--- src/rtl/mul_pkg.sv ---
// Shared definitions for the shift-and-add multiplier sequencer.
//   - mul_state_e : FSM state encoding (IDLE=0 ... OUT_HI=6)
//   - mul_ctrl_t  : bundle of registered control outputs
//   - MUL_N_ITER  : default number of add/shift iterations
package mul_pkg;

    localparam int unsigned MUL_N_ITER = 16;

    typedef enum logic [2:0] {
        StIdle  = 3'd0,
        StClr   = 3'd1,
        StLoadq = 3'd2,
        StAdd   = 3'd3,
        StShift = 3'd4,
        StOutLo = 3'd5,
        StOutHi = 3'd6
    } mul_state_e;

    typedef struct packed {
        logic busy;
        logic done;
        logic res_hi;
        logic and1_sw;
        logic and2_sw;
        logic mux1_sw;
        logic mux2_sw;
        logic x_in;
        logic a_rw;
        logic a_clk;
        logic a_clr;
        logic q_rw;
        logic q_clk;
        logic q_clr;
        logic als_mul;
    } mul_ctrl_t;

endpackage

--- src/rtl/mul_sequencer.sv ---
// Control FSM for the shift-and-add multiplier datapath. Sequences an unsigned
// N_ITER-step multiply and presents the result on the S-bus, low half then high half.
//
// Optional feature macro: MUL_ABORT_EN (adds the 'abort' input).
//
// Ports:
//   CLK, CLR_n           clock, asynchronous active-low reset
//   start                operation request, sampled only in IDLE
//   q0_in, carry_in      Q LSB (next-value lookahead) and adder carry-out from datapath
//   abort                (MUL_ABORT_EN only) cancel the running operation
//   busy, done, res_hi   status and S-bus half select
//   AND1_sw .. MUX2_sw   datapath selects
//   x_in, u_in           shift-in bits for A MSB / Q MSB
//   A_*, Q_*             register strobes
//   ALS_mul              S-bus drive enable
module mul_sequencer
    import mul_pkg::*;
#(
    parameter int unsigned N_ITER = MUL_N_ITER,
    parameter int unsigned CNT_W  = 5
) (
    input  logic CLK,
    input  logic CLR_n,
    input  logic start,
    input  logic q0_in,
    input  logic carry_in,
`ifdef MUL_ABORT_EN
    input  logic abort,
`endif
    output logic busy,
    output logic done,
    output logic res_hi,
    output logic AND1_sw,
    output logic AND2_sw,
    output logic MUX1_sw,
    output logic MUX2_sw,
    output logic x_in,
    output logic u_in,
    output logic A_RW,
    output logic A_CLK,
    output logic A_CLR,
    output logic Q_RW,
    output logic Q_CLK,
    output logic Q_CLR,
    output logic ALS_mul
);

    mul_state_e       r_state, w_state_d;
    logic [CNT_W-1:0] r_cnt, w_cnt_d;
    logic             r_add_en, w_add_en_d;
    logic             r_carry, w_carry_d;
    logic             w_abort_hit;
    mul_ctrl_t        r_ctrl;

    // Outputs are decoded from the state being entered so they are registered
    // alongside it; add_en and carry are likewise the values being captured.
    function automatic mul_ctrl_t decode_ctrl(input mul_state_e st, input logic add_en,
                                              input logic carry);
        mul_ctrl_t c;
        c = '0;
        c.busy = (st != StIdle);
        unique case (st)
            StIdle: ;
            StClr: begin
                c.a_clr = 1'b1;
                c.q_clr = 1'b1;
            end
            StLoadq: begin
                c.and2_sw = 1'b1;
                c.q_rw    = 1'b1;
                c.q_clk   = 1'b1;
            end
            StAdd: begin
                c.and1_sw = add_en;
                c.a_rw    = add_en;
                c.a_clk   = add_en;
            end
            StShift: begin
                c.mux1_sw = 1'b1;
                c.mux2_sw = 1'b1;
                c.a_clk   = 1'b1;
                c.q_clk   = 1'b1;
                c.x_in    = carry;
            end
            StOutLo: c.als_mul = 1'b1;
            StOutHi: begin
                c.als_mul = 1'b1;
                c.res_hi  = 1'b1;
                c.done    = 1'b1;
            end
            default: c = '0;
        endcase
        return c;
    endfunction

    always_comb begin
        w_state_d   = r_state;
        w_cnt_d     = r_cnt;
        w_add_en_d  = r_add_en;
        w_carry_d   = r_carry;
        w_abort_hit = 1'b0;
        unique case (r_state)
            StIdle: begin
                if (start) begin
                    w_state_d = StClr;
                    w_cnt_d   = '0;
                end
            end
            StClr:   w_state_d = StLoadq;
            StLoadq: begin
                // q0_in shows the LSB of the value being loaded this cycle
                w_state_d  = StAdd;
                w_add_en_d = q0_in;
            end
            StAdd: begin
                w_state_d = StShift;
                w_carry_d = r_add_en ? carry_in : 1'b0;
            end
            StShift: begin
                // q0_in shows the post-shift LSB, which steers the next ADD
                w_cnt_d    = r_cnt + 1'b1;
                w_add_en_d = q0_in;
                w_state_d  = (r_cnt == CNT_W'(N_ITER - 1)) ? StOutLo : StAdd;
            end
            StOutLo: w_state_d = StOutHi;
            StOutHi: w_state_d = StIdle;
            default: w_state_d = StIdle;
        endcase
`ifdef MUL_ABORT_EN
        if (abort && (r_state != StIdle)) begin
            w_abort_hit = 1'b1;
            w_state_d   = StIdle;
        end
`endif
    end

    always_ff @(posedge CLK or negedge CLR_n) begin
        if (!CLR_n) begin
            r_state  <= StIdle;
            r_cnt    <= '0;
            r_add_en <= 1'b0;
            r_carry  <= 1'b0;
            r_ctrl   <= '0;
        end else begin
            r_state  <= w_state_d;
            r_cnt    <= w_cnt_d;
            r_add_en <= w_add_en_d;
            r_carry  <= w_carry_d;
            r_ctrl   <= decode_ctrl(w_state_d, w_add_en_d, w_carry_d);
        end
    end

    assign busy    = r_ctrl.busy;
    assign done    = r_ctrl.done;
    assign res_hi  = r_ctrl.res_hi;
    assign AND1_sw = r_ctrl.and1_sw;
    assign AND2_sw = r_ctrl.and2_sw;
    assign MUX1_sw = r_ctrl.mux1_sw;
    assign MUX2_sw = r_ctrl.mux2_sw;
    assign x_in    = r_ctrl.x_in;
    assign u_in    = 1'b0;
    assign A_RW    = r_ctrl.a_rw;
    assign A_CLK   = r_ctrl.a_clk;
    assign Q_RW    = r_ctrl.q_rw;
    assign Q_CLK   = r_ctrl.q_clk;
    assign ALS_mul = r_ctrl.als_mul;
`ifdef MUL_ABORT_EN
    // Abort clears the datapath in the abort cycle itself, ahead of the return to IDLE.
    assign A_CLR = r_ctrl.a_clr | w_abort_hit;
    assign Q_CLR = r_ctrl.q_clr | w_abort_hit;
`else
    assign A_CLR = r_ctrl.a_clr;
    assign Q_CLR = r_ctrl.q_clr;
`endif

endmodule

--- config.mk ---
export PLATFORM = sky130hd
export DESIGN_NAME = mul_sequencer
export DESIGN_NICKNAME = d
export VERILOG_FILES = /design/src/rtl/mul_pkg.sv /design/src/rtl/mul_sequencer.sv
export SDC_FILE = /design/constraint.sdc
export NUM_CORES = 1
export LEC_CHECK = 0
export ABC_AREA = 1
export CORE_ASPECT_RATIO = 1.1
export CORE_MARGIN = 2
export CORE_UTILIZATION = 48
export CTS_CLUSTER_DIAMETER = 50
export CTS_CLUSTER_SIZE = 25
export DETAILED_ROUTE_END_ITERATION = 8
export PLACE_DENSITY_LB_ADDON = 0.15
export SLEW_MARGIN = 0
export SYNTH_ARGS = -nofsm -noshare
export SYNTH_HDL_FRONTEND = slang
export SYNTH_SLANG_ARGS = --single-unit
--- constraint.sdc ---
create_clock -name CLK -period 2.35 [get_ports CLK]
set_input_delay 0.3525 -clock CLK [delete_from_list [all_inputs] [get_ports CLK]]
set_output_delay 0.3525 -clock CLK [all_outputs]
set_load 0.03 [all_outputs]
==> impl_metrics.yaml <==
layout:
  num-nets-final: 133
  syn_to_final_growth_pct: 24.4
  drive_gt1_share_pct: 10.8
  layout_common_cells: "20 x dfrtp_1, 20 x nand2_1, 19 x clkdlybuf4s50_1"
  post-route-util_pct: 64.5
  diodes: 0
power:
  power_frac_clock_pct: 12.0
  p_per_area_nw_per_um2: 1390
  peakVddDrop_v: 0.000838
  comb_power_share_pct: 55.6
  p_seq_share_pct: 32.4
  intPower_uw: 885
  power.leakage_nw: 0.617
  power.switching_uw: 754
  sw_frac_of_total_pct: 46.0
place:
  gp_congestion: 0.817
  hpwlAfterDp_um: 1250
  numPortBuffers: 19
floorplan:
  die_h_um: 50.5
  die_x_um: 46.3
  io_pins: 21
  rows: 16
  die_area_um2: 2340
  coreArea_um2: 1820
  start_util_pct: 51.9
drt:
  routed_via_density: 4.64
  drc: 0
  ant_nets: 0
  dr.pass1.iters: 4
  vias: 682
  routed_wl_um: 1600
  drt-wirelength-per-cell_um: 10.9
  drtIter0Drc: 19
synth:
  synth_area_um2: 945
  ys_warn_count: 0
  synth.largest_area_cell: "dfrtp_1"
  ys_ff_latch: 20
  synth_area_leaders: "dfrtp_1 53%, ha_1 9.3%, nand2_1 7.9%"
  synth_nets: 113
  synth_top_area_share_pct: 53.0
  synthDistinctLibCells: 19
  synthCells: 101
  avgSynthCellArea_um2: 9.35
  yosysSeqAreaShare_pct: 53.0
sta:
  fin_crit_ps: 2060
  hold_ws_ps: 376
  clock_skew_ps: 6.33
  slew_viol_final: 0
  fin_setup_tns_ps: 0
  fmax_ghz: 0.485
  final_hold_viol_count: 0
  period_share_pct: 87.7
  rsz0062_at_grt: "no"
  setup_viol: 0
setup_path:
  crit_type: "reg -> reg"
  crit_slowest_cell: "dfrtp_1"
  path_depth: 13
  critPathBufInv: 2
  worst_setup_path_end_kind: "flop"
  cp_max_fo: 4
  cp.required_ps: 2550
  critical-path-max-stage-delay_ps: 420
  path_cells: "ha_1 > nand2_1 > nor2_1 > ha_1 > o21ai_0 > nand2_1 > nand2_1 > inv_1 > ha_1 > nand3_1 > nand3_1 > nand2_1 > inv_1"
  arrival_ps: 2260
  cpMostUsedCell: "nand2_1"
  r2r_cells: 13
  cp-start-kind: "flop"
  crit_family: "adder cells"
clocking:
  clock_sinks: 20
  path_clk_slew_ps: 110
  clkLatencyLatePin_ps: 300
  root_buffer: "clkbuf_4"
  cts_buffers: 3
  cts_tree: "built"
  cts_setup_buffers: 0
  cts_buffer_depth: 2
  cts-resized-gates: 0
  htree_levels: 1
  hold_buffers: 0
global_routing:
  grt_pass1_wl_um: 2790
  antenna_found_initial: 0
  grt_pass1_vias: 669
  grt_max_degree: 21
  grt_overflow: 0
  grt_usage_pct: 16.7
run:
  maxCapViolations: 0
outcome:
  outcome: "finished clean"
min_path:
  hp-class: "in -> async"
## flip-flops by register name, summed over array words and instances (netlist names)
| name | count |
|---|---|
| ALS_mul | 1 |
| A_CLK | 1 |
| A_RW | 1 |
| MUX1_sw | 1 |
| Q_CLK | 1 |
| Q_CLR | 1 |
| Q_RW | 1 |
| busy | 1 |
| done | 1 |
| r_add_en | 1 |
| r_carry | 1 |
| r_cnt | 5 |
| r_state | 3 |
| x_in | 1 |
## worst paths after layout
check | startpoint | slack [ps] | to
max | r_cnt[0] | 290 | busy
min | CLR_n | 380 | r_cnt[2]
max reg2reg | r_cnt[0] | 290 | busy
min reg2reg | r_cnt[0] | 540 | r_cnt[0]
max in group asynchronous | CLR_n | 1770 | ALS_mul
min in group CLK | r_cnt[0] | 540 | r_cnt[0]
## worst register-to-register path, stage by stage, from the launching register on
cell     delay (ps)
dfrtp_1         420
ha_1            220
nand2_1         100
nor2_1           60
ha_1            190
o21ai_0         180
nand2_1          80
nand2_1         140
inv_1           100
ha_1            220
nand3_1          80
nand3_1          80
nand2_1          60
inv_1            40
## power groups by stage
stage	Clock, mW	Combinational (mW)	Sequential, mW
final	0.196	0.912	0.531
after global routing	0.216	1.02	0.544
after CTS	0.200	0.915	0.530
after detailed placement	0	0.912	0.538
after global placement	0	0.892	0.532
after floorplan	0	0.534	0.647
## cells in the mapped netlist
cell type / number
nand2_4: 1
nand2_2: 2
buf_4: 6
o21ai_1: 2
a21oi_2: 1
ha_1: 7
xor2_1: 1
a21oi_1: 1
nor2_1: 7
inv_2: 2
o31ai_1: 1
nor2_4: 1
nand2_1: 20
o21ai_0: 3
nand3_1: 8
inv_1: 15
conb_1: 1
o22ai_1: 2
dfrtp_1: 20
## routing by layer
metal | vias up | routed length (µm) | global-route usage, %
met5 | - | 0 | 0
met4 | 0 | 23 | 8.57
met3 | 4 | 70 | 4.32
met2 | 21 | 761 | 25.2
met1 | 313 | 744 | 21.5
li1 | 344 | - | -
## logic make-up (layout without fill, tap and decap cells)
kind of cell | Yosys count | count (layout) | synth area share, %
xor+xnor | 1 | 1 | 0.927
fa+ha+maj | 7 | 7 | 9.27
buf+inv | 23 | 42 | 11.5
compound gates | 10 | 10 | 6.22
other cells | 1 | 1 | 0.397
simple gates | 39 | 39 | 18.7
flops | 20 | 20 | 53.0
## area by class of cell
class / instances / area (µm²)
Timing Repair Buffer: 21 / 205
Sequential cell: 20 / 500
Clock buffer: 4 / 36.3
Multi-Input combinational cell: 58 / 335
Fill cell: 152 / 647
Tap cell: 27 / 33.8
Inverter: 17 / 63.8
## stage by stage
stage,cell area (µm²),cells,setup slack [ps],power [mW]
detailed placement,1140,143,308,1.45
finish,1170,147,289,1.64
floorplan,945,101,537,1.18
global route,1170,147,122,1.78
CTS,1170,147,290,1.65
global placement,1140,143,423,1.42
Power figures use the tool's default switching activity.
